--- src/rtl/arbiter_grant_lock_pkg.sv ---
// rtl/arbiter_grant_lock_pkg.sv - shared types and helpers for the grant-lock stage
package arb_pkg;

  localparam int N_REQ = 4;
  localparam int IDX_W = 2;

  typedef enum logic [1:0] {
    IDLE  = 2'd0,
    OWNED = 2'd1,
    GAP   = 2'd2
  } state_e;

  // True when exactly one requester bit is set.
  function automatic logic is_onehot(input logic [0:N_REQ-1] v);
    return $onehot(v);
  endfunction

  // Index of the set bit; bit 0 is the highest-priority requester.
  function automatic logic [IDX_W-1:0] onehot2idx(input logic [0:N_REQ-1] v);
    logic [IDX_W-1:0] idx;
    idx = '0;
    for (int i = N_REQ - 1; i >= 0; i--) begin
      if (v[i]) idx = i[IDX_W-1:0];
    end
    return idx;
  endfunction

endpackage

--- src/rtl/arbiter_grant_lock_if.sv ---
// rtl/arbiter_grant_lock_if.sv - request/grant bundle between requesters, arbiter and lock stage
interface arbiter_grant_lock_if;
  import arb_pkg::*;

  logic [0:N_REQ-1] r;
  logic [0:N_REQ-1] done;
  logic [0:N_REQ-1] r_arb;
  logic [0:N_REQ-1] arb_g;
  logic [0:N_REQ-1] g;
  logic [IDX_W-1:0] owner;
  logic             busy;
  logic             timeout;
  logic             err;

  // Requester / external arbiter side.
  modport master (
    output r, done, arb_g,
    input  r_arb, g, owner, busy, timeout, err
  );

  // Grant-lock stage side.
  modport slave (
    input  r, done, arb_g,
    output r_arb, g, owner, busy, timeout, err
  );

endinterface

--- src/rtl/arbiter_grant_lock.sv ---
// rtl/arbiter_grant_lock.sv - registers and locks the Arbiter4 grant with timeout and anti-starvation mask
module arbiter_grant_lock
  import arb_pkg::*;
#(
  parameter int MAX_HOLD = 8,
  parameter int CNT_W    = 4
) (
  input  logic          clk,
  input  logic          reset,
  arbiter_grant_lock_if.slave bus
);

  localparam logic [CNT_W-1:0] HOLD_LAST = CNT_W'(MAX_HOLD - 1);
  localparam logic [CNT_W-1:0] CNT_MAX   = '1;

  state_e           state_q, state_d;
  logic [0:N_REQ-1] g_q, g_d;
  logic [0:N_REQ-1] mask_q, mask_d;
  logic [IDX_W-1:0] owner_q, owner_d;
  logic [CNT_W-1:0] cnt_q, cnt_d;
  logic             busy_q, busy_d;
  logic             timeout_q, timeout_d;
  logic             err_q, err_d;

  logic             owner_req;
  logic             owner_done;

  // The previous timed-out owner is hidden from the arbiter while others wait.
  assign bus.r_arb = bus.r & ~mask_q;

  assign owner_req  = bus.r[owner_q];
  assign owner_done = bus.done[owner_q];

  // Next-state logic: grant capture, hold/release decisions and mask upkeep.
  always_comb begin
    state_d   = state_q;
    g_d       = g_q;
    owner_d   = owner_q;
    busy_d    = busy_q;
    cnt_d     = cnt_q;
    mask_d    = mask_q;
    timeout_d = 1'b0;
    err_d     = 1'b0;

    // Nobody else is waiting, so the mask would only starve the masked requester.
    if ((bus.r & ~mask_q) == '0) mask_d = '0;

    case (state_q)
      IDLE: begin
        if (is_onehot(bus.arb_g)) begin
          g_d     = bus.arb_g;
          owner_d = onehot2idx(bus.arb_g);
          busy_d  = 1'b1;
          cnt_d   = '0;
          state_d = OWNED;
          if (bus.arb_g != mask_q) mask_d = '0;
        end else if (bus.arb_g != '0) begin
          err_d = 1'b1;
        end
      end

      OWNED: begin
        if (cnt_q != CNT_MAX) cnt_d = cnt_q + 1'b1;
        // A voluntary release takes precedence over a simultaneous timeout.
        if (!owner_req || owner_done) begin
          g_d     = '0;
          busy_d  = 1'b0;
          owner_d = '0;
          state_d = GAP;
        end else if (cnt_q == HOLD_LAST) begin
          g_d       = '0;
          busy_d    = 1'b0;
          owner_d   = '0;
          timeout_d = 1'b1;
          mask_d    = g_q;
          state_d   = GAP;
        end
      end

      GAP: begin
        state_d = IDLE;
      end

      default: begin
        state_d = IDLE;
      end
    endcase
  end

  // State and output registers with synchronous reset.
  always_ff @(posedge clk) begin
    if (reset) begin
      state_q   <= IDLE;
      g_q       <= '0;
      mask_q    <= '0;
      owner_q   <= '0;
      cnt_q     <= '0;
      busy_q    <= 1'b0;
      timeout_q <= 1'b0;
      err_q     <= 1'b0;
    end else begin
      state_q   <= state_d;
      g_q       <= g_d;
      mask_q    <= mask_d;
      owner_q   <= owner_d;
      cnt_q     <= cnt_d;
      busy_q    <= busy_d;
      timeout_q <= timeout_d;
      err_q     <= err_d;
    end
  end

  assign bus.g       = g_q;
  assign bus.owner   = owner_q;
  assign bus.busy    = busy_q;
  assign bus.timeout = timeout_q;
  assign bus.err     = err_q;

endmodule

--- src/flat_wrapper.sv ---
// flat-port wrapper written by rule: the top's interface ports become plain ports
module arbiter_grant_lock_flat import arb_pkg::*;
#(
  parameter int MAX_HOLD = 8,
  parameter int CNT_W    = 4
)
  (clk, reset, bus_r, bus_done, bus_arb_g, bus_r_arb, bus_g, bus_owner, bus_busy, bus_timeout, bus_err);
  arbiter_grant_lock_if bus_i ();
  input  logic clk;
  input  logic reset;
  input wire logic [$bits(bus_i.r)-1:0] bus_r;
  input wire logic [$bits(bus_i.done)-1:0] bus_done;
  input wire logic [$bits(bus_i.arb_g)-1:0] bus_arb_g;
  output wire logic [$bits(bus_i.r_arb)-1:0] bus_r_arb;
  output wire logic [$bits(bus_i.g)-1:0] bus_g;
  output wire logic [$bits(bus_i.owner)-1:0] bus_owner;
  output wire logic [$bits(bus_i.busy)-1:0] bus_busy;
  output wire logic [$bits(bus_i.timeout)-1:0] bus_timeout;
  output wire logic [$bits(bus_i.err)-1:0] bus_err;
  assign bus_i.r = bus_r;
  assign bus_i.done = bus_done;
  assign bus_i.arb_g = bus_arb_g;
  assign bus_r_arb = bus_i.r_arb;
  assign bus_g = bus_i.g;
  assign bus_owner = bus_i.owner;
  assign bus_busy = bus_i.busy;
  assign bus_timeout = bus_i.timeout;
  assign bus_err = bus_i.err;
  arbiter_grant_lock #(.MAX_HOLD(MAX_HOLD), .CNT_W(CNT_W)) u_core (.clk(clk), .reset(reset), .bus(bus_i));
endmodule
--- config.mk ---
export PLATFORM = sky130hd
export DESIGN_NAME = arbiter_grant_lock_flat
export DESIGN_NICKNAME = d
export VERILOG_FILES = /design/src/rtl/arbiter_grant_lock_pkg.sv /design/src/rtl/arbiter_grant_lock_if.sv /design/src/rtl/arbiter_grant_lock.sv /design/src/flat_wrapper.sv
export SDC_FILE = /design/constraint.sdc
export NUM_CORES = 1
export LEC_CHECK = 0
export ABC_AREA = 1
export CAP_MARGIN = 20
export CORE_MARGIN = 5
export CORE_UTILIZATION = 50
export DETAILED_ROUTE_END_ITERATION = 8
export PLACE_DENSITY = 0.83
export SETUP_SLACK_MARGIN = 0.05
export SLEW_MARGIN = 20
export SYNTH_ARGS = -nofsm -noshare
export SYNTH_HDL_FRONTEND = slang
export SYNTH_SLANG_ARGS = --single-unit
--- constraint.sdc ---
create_clock -name clk -period 4.1 [get_ports clk]
set_input_delay 0.615 -clock clk [delete_from_list [all_inputs] [get_ports clk]]
set_output_delay 0.615 -clock clk [all_outputs]
set_load 0.05 [all_outputs]
---- After elaboration in Yosys (flattened, before gate mapping) ----
Index checks and enable logic that the tools add are counted.
storage, ports and cells
  flip-flop bits (word level) ............. 19
  word-level logic and storage cells ...... 74
  bits of input ports ..................... 14
cells by class
  add/sub/neg operators ................... 4
  reduce and logical (&&, ||, !) cells .... 11
  magnitude comparators ................... 1
  multiplexer cells ....................... 37
  equality and inequality tests ........... 8
  bitwise operators ....................... 5
operators with widths
  kind                                                                   number
  4-bit 2-to-1 mux                                                       10
  4-bit one-hot mux with 2 select lines                                  3
  2-bit 2-to-1 mux                                                       10
  1-bit 2-to-1 mux                                                       9
  2-bit one-hot mux with 2 select lines                                  2
  3-bit AND reduction                                                    2
  3-bit OR reduction                                                     2
  1-bit by 1-bit adder with 2-bit output                                 2
  4-bit by 1-bit adder with 4-bit output, second input constant          1
  4-bit AND                                                              1
  1-bit binary-select mux with 2-bit select                              2
  4-bit by 3-bit equality test with 1-bit output, second input constant  1
  4-bit zero test                                                        1
  2-bit by 1-bit != test with 1-bit output, second input constant        2
  4-bit != test                                                          1
  4-bit != test, second input constant                                   1
  4-bit inverter                                                         1
  4-bit nonzero test                                                     1
  3-bit adder                                                            1
  3-bit by 1-bit equality test with 1-bit output, second input constant  1
  3-bit greater-or-equal comparator, second input constant               1
  3-bit by 1-bit != test with 1-bit output, second input constant        1
  2-bit inverter with 3-bit output                                       1
  2-bit by 1-bit equality test with 1-bit output, second input constant  1
  7 further kinds                                                        8

---- Longest topological paths before layout ----
  word-level depth ........................ 8
  depth in mapped cells ................... 12
  gate-level depth less buffers ........... 12

---- Worst setup path before layout ----
OpenSTA, ideal clock, no wires.
  kind .................................... input to register
  start ................................... in bus_arb_g[1]
  end ..................................... reg u_core.mask_q[0] (netlist bit)
  arrival time ............................ 2.239 ns
  path slack .............................. 1.728 ns
  path buffers ............................ 0
  stages .................................. 10
  path through ............................ inv_1 > ha_1 > ha_1 > fa_1 > nor2_1 > nand2_1 > a21oi_1 > nand2_1 > nand2_1 > a21oi_1
between the ends
  word-level cells in the longest chain between the ends .. 5
  elaborated cells between the ends (all ways) .. 7
  classes of those cells .................. 2 x add/sub; 2 x eq/ne; 3 x mux
RTL lines
  what                                                          line                          text
  from (decl)                                                   flat_wrapper.sv:13            input wire logic [$bits(bus_i.arb_g)-1:0] bus_arb_g;
  1-bit by 1-bit adder with 2-bit output (not written as such)  arbiter_grant_lock_pkg.sv:15  return $onehot(v);
  3-bit adder (not written as such)                             arbiter_grant_lock_pkg.sv:15
  3-bit by 1-bit equality test with 1-bit output                arbiter_grant_lock_pkg.sv:15
  4-bit 2-to-1 mux (*)                                          arbiter_grant_lock.sv:50      if (is_onehot(bus.arb_g)) begin
  4-bit one-hot mux with 2 select lines (*)                     arbiter_grant_lock.sv:48      case (state_q)
  to (signal assigned)                                          arbiter_grant_lock.sv:104     mask_q <= mask_d;
  to (decl)                                                     arbiter_grant_lock.sv:18      logic [0:N_REQ-1] mask_q, mask_d;
Every way passes the cells marked *; elsewhere a longest branch is shown, timed or not.
A chain may end at the register's enable or synchronous reset.

---- Final worst setup path ----
  start ................................... in bus_arb_g[0]
  end ..................................... reg u_core.mask_q[0] (netlist bit)
The elaborated chain is that of the path after synthesis.

==> flow_metrics.py <==
metrics = {
    "sta": {
        "rsz0062_at_grt": "false",
        "post-route-min-period_ps": 2940,
        "fin_setup_tns_ps": 0,
        "finClkSkew_ps": 1.68,
        "fmax_mhz": 340,
        "worstMarginPinSlew_ps": 568,
        "hold_ws_ps": 477,
        "max-slew-margin-rel_pct": 62.0,
        "min_period_over_period_pct": 71.7,
        "timing.final.hold_violations": 0,
        "setup_viol": 0,
        "slew_violations": 0,
    },
    "clocking": {
        "ctsHoldBuffers": 0,
        "clk_path_buf_depth": 2,
        "cts_max_level": 1,
        "clkLatencyLatePin_ps": 310,
        "clock-sinks": 19,
        "numCtsBuffers": 3,
        "cts.root.buffer_cell": "clkbuf_4",
        "cts_setup_buffers": 0,
        "ctsResizeCount": 0,
        "clk_pin_slew_worst_paths_ps": 110,
        "cts_tree": "done",
    },
    "finish": {
        "final_cells": 216,
        "drive_above_1_share_pct": 5.85,
        "diodes": 0,
        "area_growth_syn_to_layout_pct": 28.5,
        "fin_nets": 212,
        "finish.instance_area_sq_um": 1430,
    },
    "drt": {
        "firstDrtPassIters": 4,
        "wire_per_inst_microns": 12.8,
        "vias": 1117,
        "drc": 0,
        "detail-route-antenna-nets": 0,
        "wl_mm": 2.77,
        "drtIter0Drc": 24,
        "viasPerCell": 5.17,
    },
    "global_routing": {
        "antenna_found_initial": 0,
        "grt_overflow": 0,
        "grt_pass1_wl_mm": 4.78,
        "grt_start_max_net_pins": 15,
        "grt_pass1_vias": 1128,
        "grtUsageMet3_pct": 4.07,
        "grt-busiest-layer": "met2",
        "met1_usage_pct": 20.6,
        "grtUsageTotal_pct": 18.6,
        "grt_use_met2_pct": 32.8,
    },
    "synth": {
        "netlist_area_sq_um": 1120,
        "synth.most_common_cell": "nand2_1",
        "synthSimpleGateAreaFrac_pct": 27.6,
        "synthDominantCellAreaShare_pct": 34.1,
        "synth_compound_area_share_pct": 15.1,
        "synthXorXnorAreaFrac_pct": 2.35,
        "synthTopCellsByCount": "nand2_1, inv_1, dfxtp_1",
        "synth_seq_cells": 19,
        "yosys_warnings": 0,
        "synth_top_family_by_area": "simple AND/OR/NAND/NOR gates",
        "synth.distinct_cells": 25,
        "syn_inst": 159,
        "synth-edff-count": 0,
        "ys.flop_type": "dfxtp_1",
        "yosysTopAreaCell": "dfxtp_1",
        "avgSynthCellArea_sq_um": 7.02,
        "synth_fp_nets": 182,
        "muxShareOfSynthArea_pct": 0,
        "async_flop_share_pct": 0,
        "ys_top_cells_by_area": "dfxtp_1, nand2_1, inv_1",
        "yosysSeqAreaShare_pct": 34.1,
        "synth_adder_area_share_pct": 10.8,
    },
    "setup_path": {
        "end_kind": "flip-flop",
        "path_max_fanout": 5,
        "path_class": "in -> reg",
        "start_kind": "input port",
        "critPathMaxStageDelay_ps": 600,
        "cp_data_required_time_ps": 4280,
        "path_cells": "clkdlybuf4s50_1 -> inv_1 -> ha_1 -> ha_1 -> fa_1 -> nor2_1 -> nand2_1 -> a21oi_1 -> nand2_1 -> nand2_1 -> a21oi_1",
        "critPathBufInv": 2,
        "critPathArrivalTime_ps": 3120,
        "cp_top_family": "adder cells",
        "cpMostUsedCell": "nand2_1",
        "slowest_stage": "clkdlybuf4s50_1",
    },
    "flow_run": {
        "drv_cap": 0,
    },
    "run_status": {
        "outcome": "completed",
    },
    "place": {
        "port-buffer-count": 26,
        "dpl_cell_area_sq_um": 1410,
        "gp_congestion": 0.897,
        "dp_hpwl_mm": 2.19,
        "dp_cells": 212,
    },
    "floorplan": {
        "die_h_microns": 57.2,
        "die-area_sq_um": 3280,
        "die_x_microns": 57.2,
        "rows": 17,
        "num_io_pins": 27,
        "core_sq_um": 2170,
        "start_util_pct": 51.4,
    },
    "power": {
        "total_power_uw": 488,
        "irDropWorstVdd_mv": 0.300,
        "p_per_area_nw_per_um2": 340,
        "p_leak_nw": 0.625,
    },
    "hold_path": {
        "hold_path_class": "reg -> reg",
    },
}
==> cells in the final DEF, fill, tap and decap left out <==
cell             Yosys  final
nand2_1             29     29
inv_1               28     28
clkdlybuf4s50_1      0     26
dfxtp_1             19     19
nor2_1              15     15
a21oi_1             15     15
o21ai_0             12     12
nand3_1             11     11
ha_1                 8      8
nor3_1               3      3
clkbuf_4             0      3
nand3b_1             2      2
xor2_1               2      2
nor2_2               2      2
nor2_4               1      1
xnor2_1              1      1
inv_2                1      1
nand3_2              1      1
nand2_4              1      1
nand4_1              1      1
a211oi_1             1      1
o211a_1              1      1
o211ai_1             1      1
nand2_2              1      1
a21oi_2              1      1
fa_1                 1      1
clkbuf_1             1      1
==> logic make-up (layout without fill, tap and decap cells) <==
family,after synthesis,after routing
and+or+nand+nor,67,67
AOI/OAI and AO/OA,31,31
buffers and inverters,30,59
DFF,19,19
adders and majority gates,9,9
xor gates and xnor gates,3,3
==> state kept, by name (all words and copies together), names as in the netlist <==
| name | cells |
|---|---|
| u_core.state_q | 2 |
| u_core.mask_q | 4 |
| u_core.bus.busy | 1 |
| u_core.bus.timeout | 1 |
| u_core.bus.owner | 2 |
| u_core.bus.err | 1 |
| u_core.cnt_q | 4 |
| u_core.bus.g | 4 |
==> per-layer routing <==
| layer | vias to the layer above | routed length [microns] |
|---|---|---|
| li1 | 565 | - |
| met1 | 511 | 1220 |
| met2 | 34 | 1340 |
| met3 | 7 | 149 |
| met4 | 0 | 60 |
| met5 | - | 0 |
==> worst reg2reg max path, stage by stage, from the launching register on <==
cell	delay, ps
dfxtp_1	380
ha_1	180
nand2_1	90
nor2_1	200
nand3_1	200
o21ai_0	230
a21oi_1	90
==> final cells by class <==
cell class,instances,area (sq um)
Clock buffer,4,26.3
Timing Repair Buffer,26,260
Sequential cell,19,380
Fill cell,204,736
Multi-Input combinational cell,110,623
Tap cell,28,35.0
Inverter,29,109
==> where the power goes <==
part / switching [mW] / leakage [nW] / internal (mW) / total [mW]
Combinational: 0.118 / 0.455 / 0.0611 / 0.179
Sequential: 0.0114 / 0.154 / 0.199 / 0.210
Clock: 0.0603 / 0.0150 / 0.0380 / 0.0983
Total: 0.190 / 0.625 / 0.298 / 0.488
==> worst paths after layout <==
kind	start	endpoint	slack (ps)	cells past startpoint
min reg2reg	u_core.bus.busy	u_core.bus.busy	480	2
max	bus_arb_g[0]	u_core.mask_q[0]	1160	11
min	u_core.bus.busy	u_core.bus.busy	480	2
max reg2reg	u_core.cnt_q[0]	u_core.mask_q[3]	2630	6
==> per-stage QoR <==
stage          utilization, %  setup slack, ps
5_1_grt                  66.1             1010
2_1_floorplan               -             1730
3_3_place_gp             64.9              948
3_5_place_dp             64.9              846
4_1_cts                  66.1             1170
6_report                 66.1             1160
(Power assumes the default switching activity.)
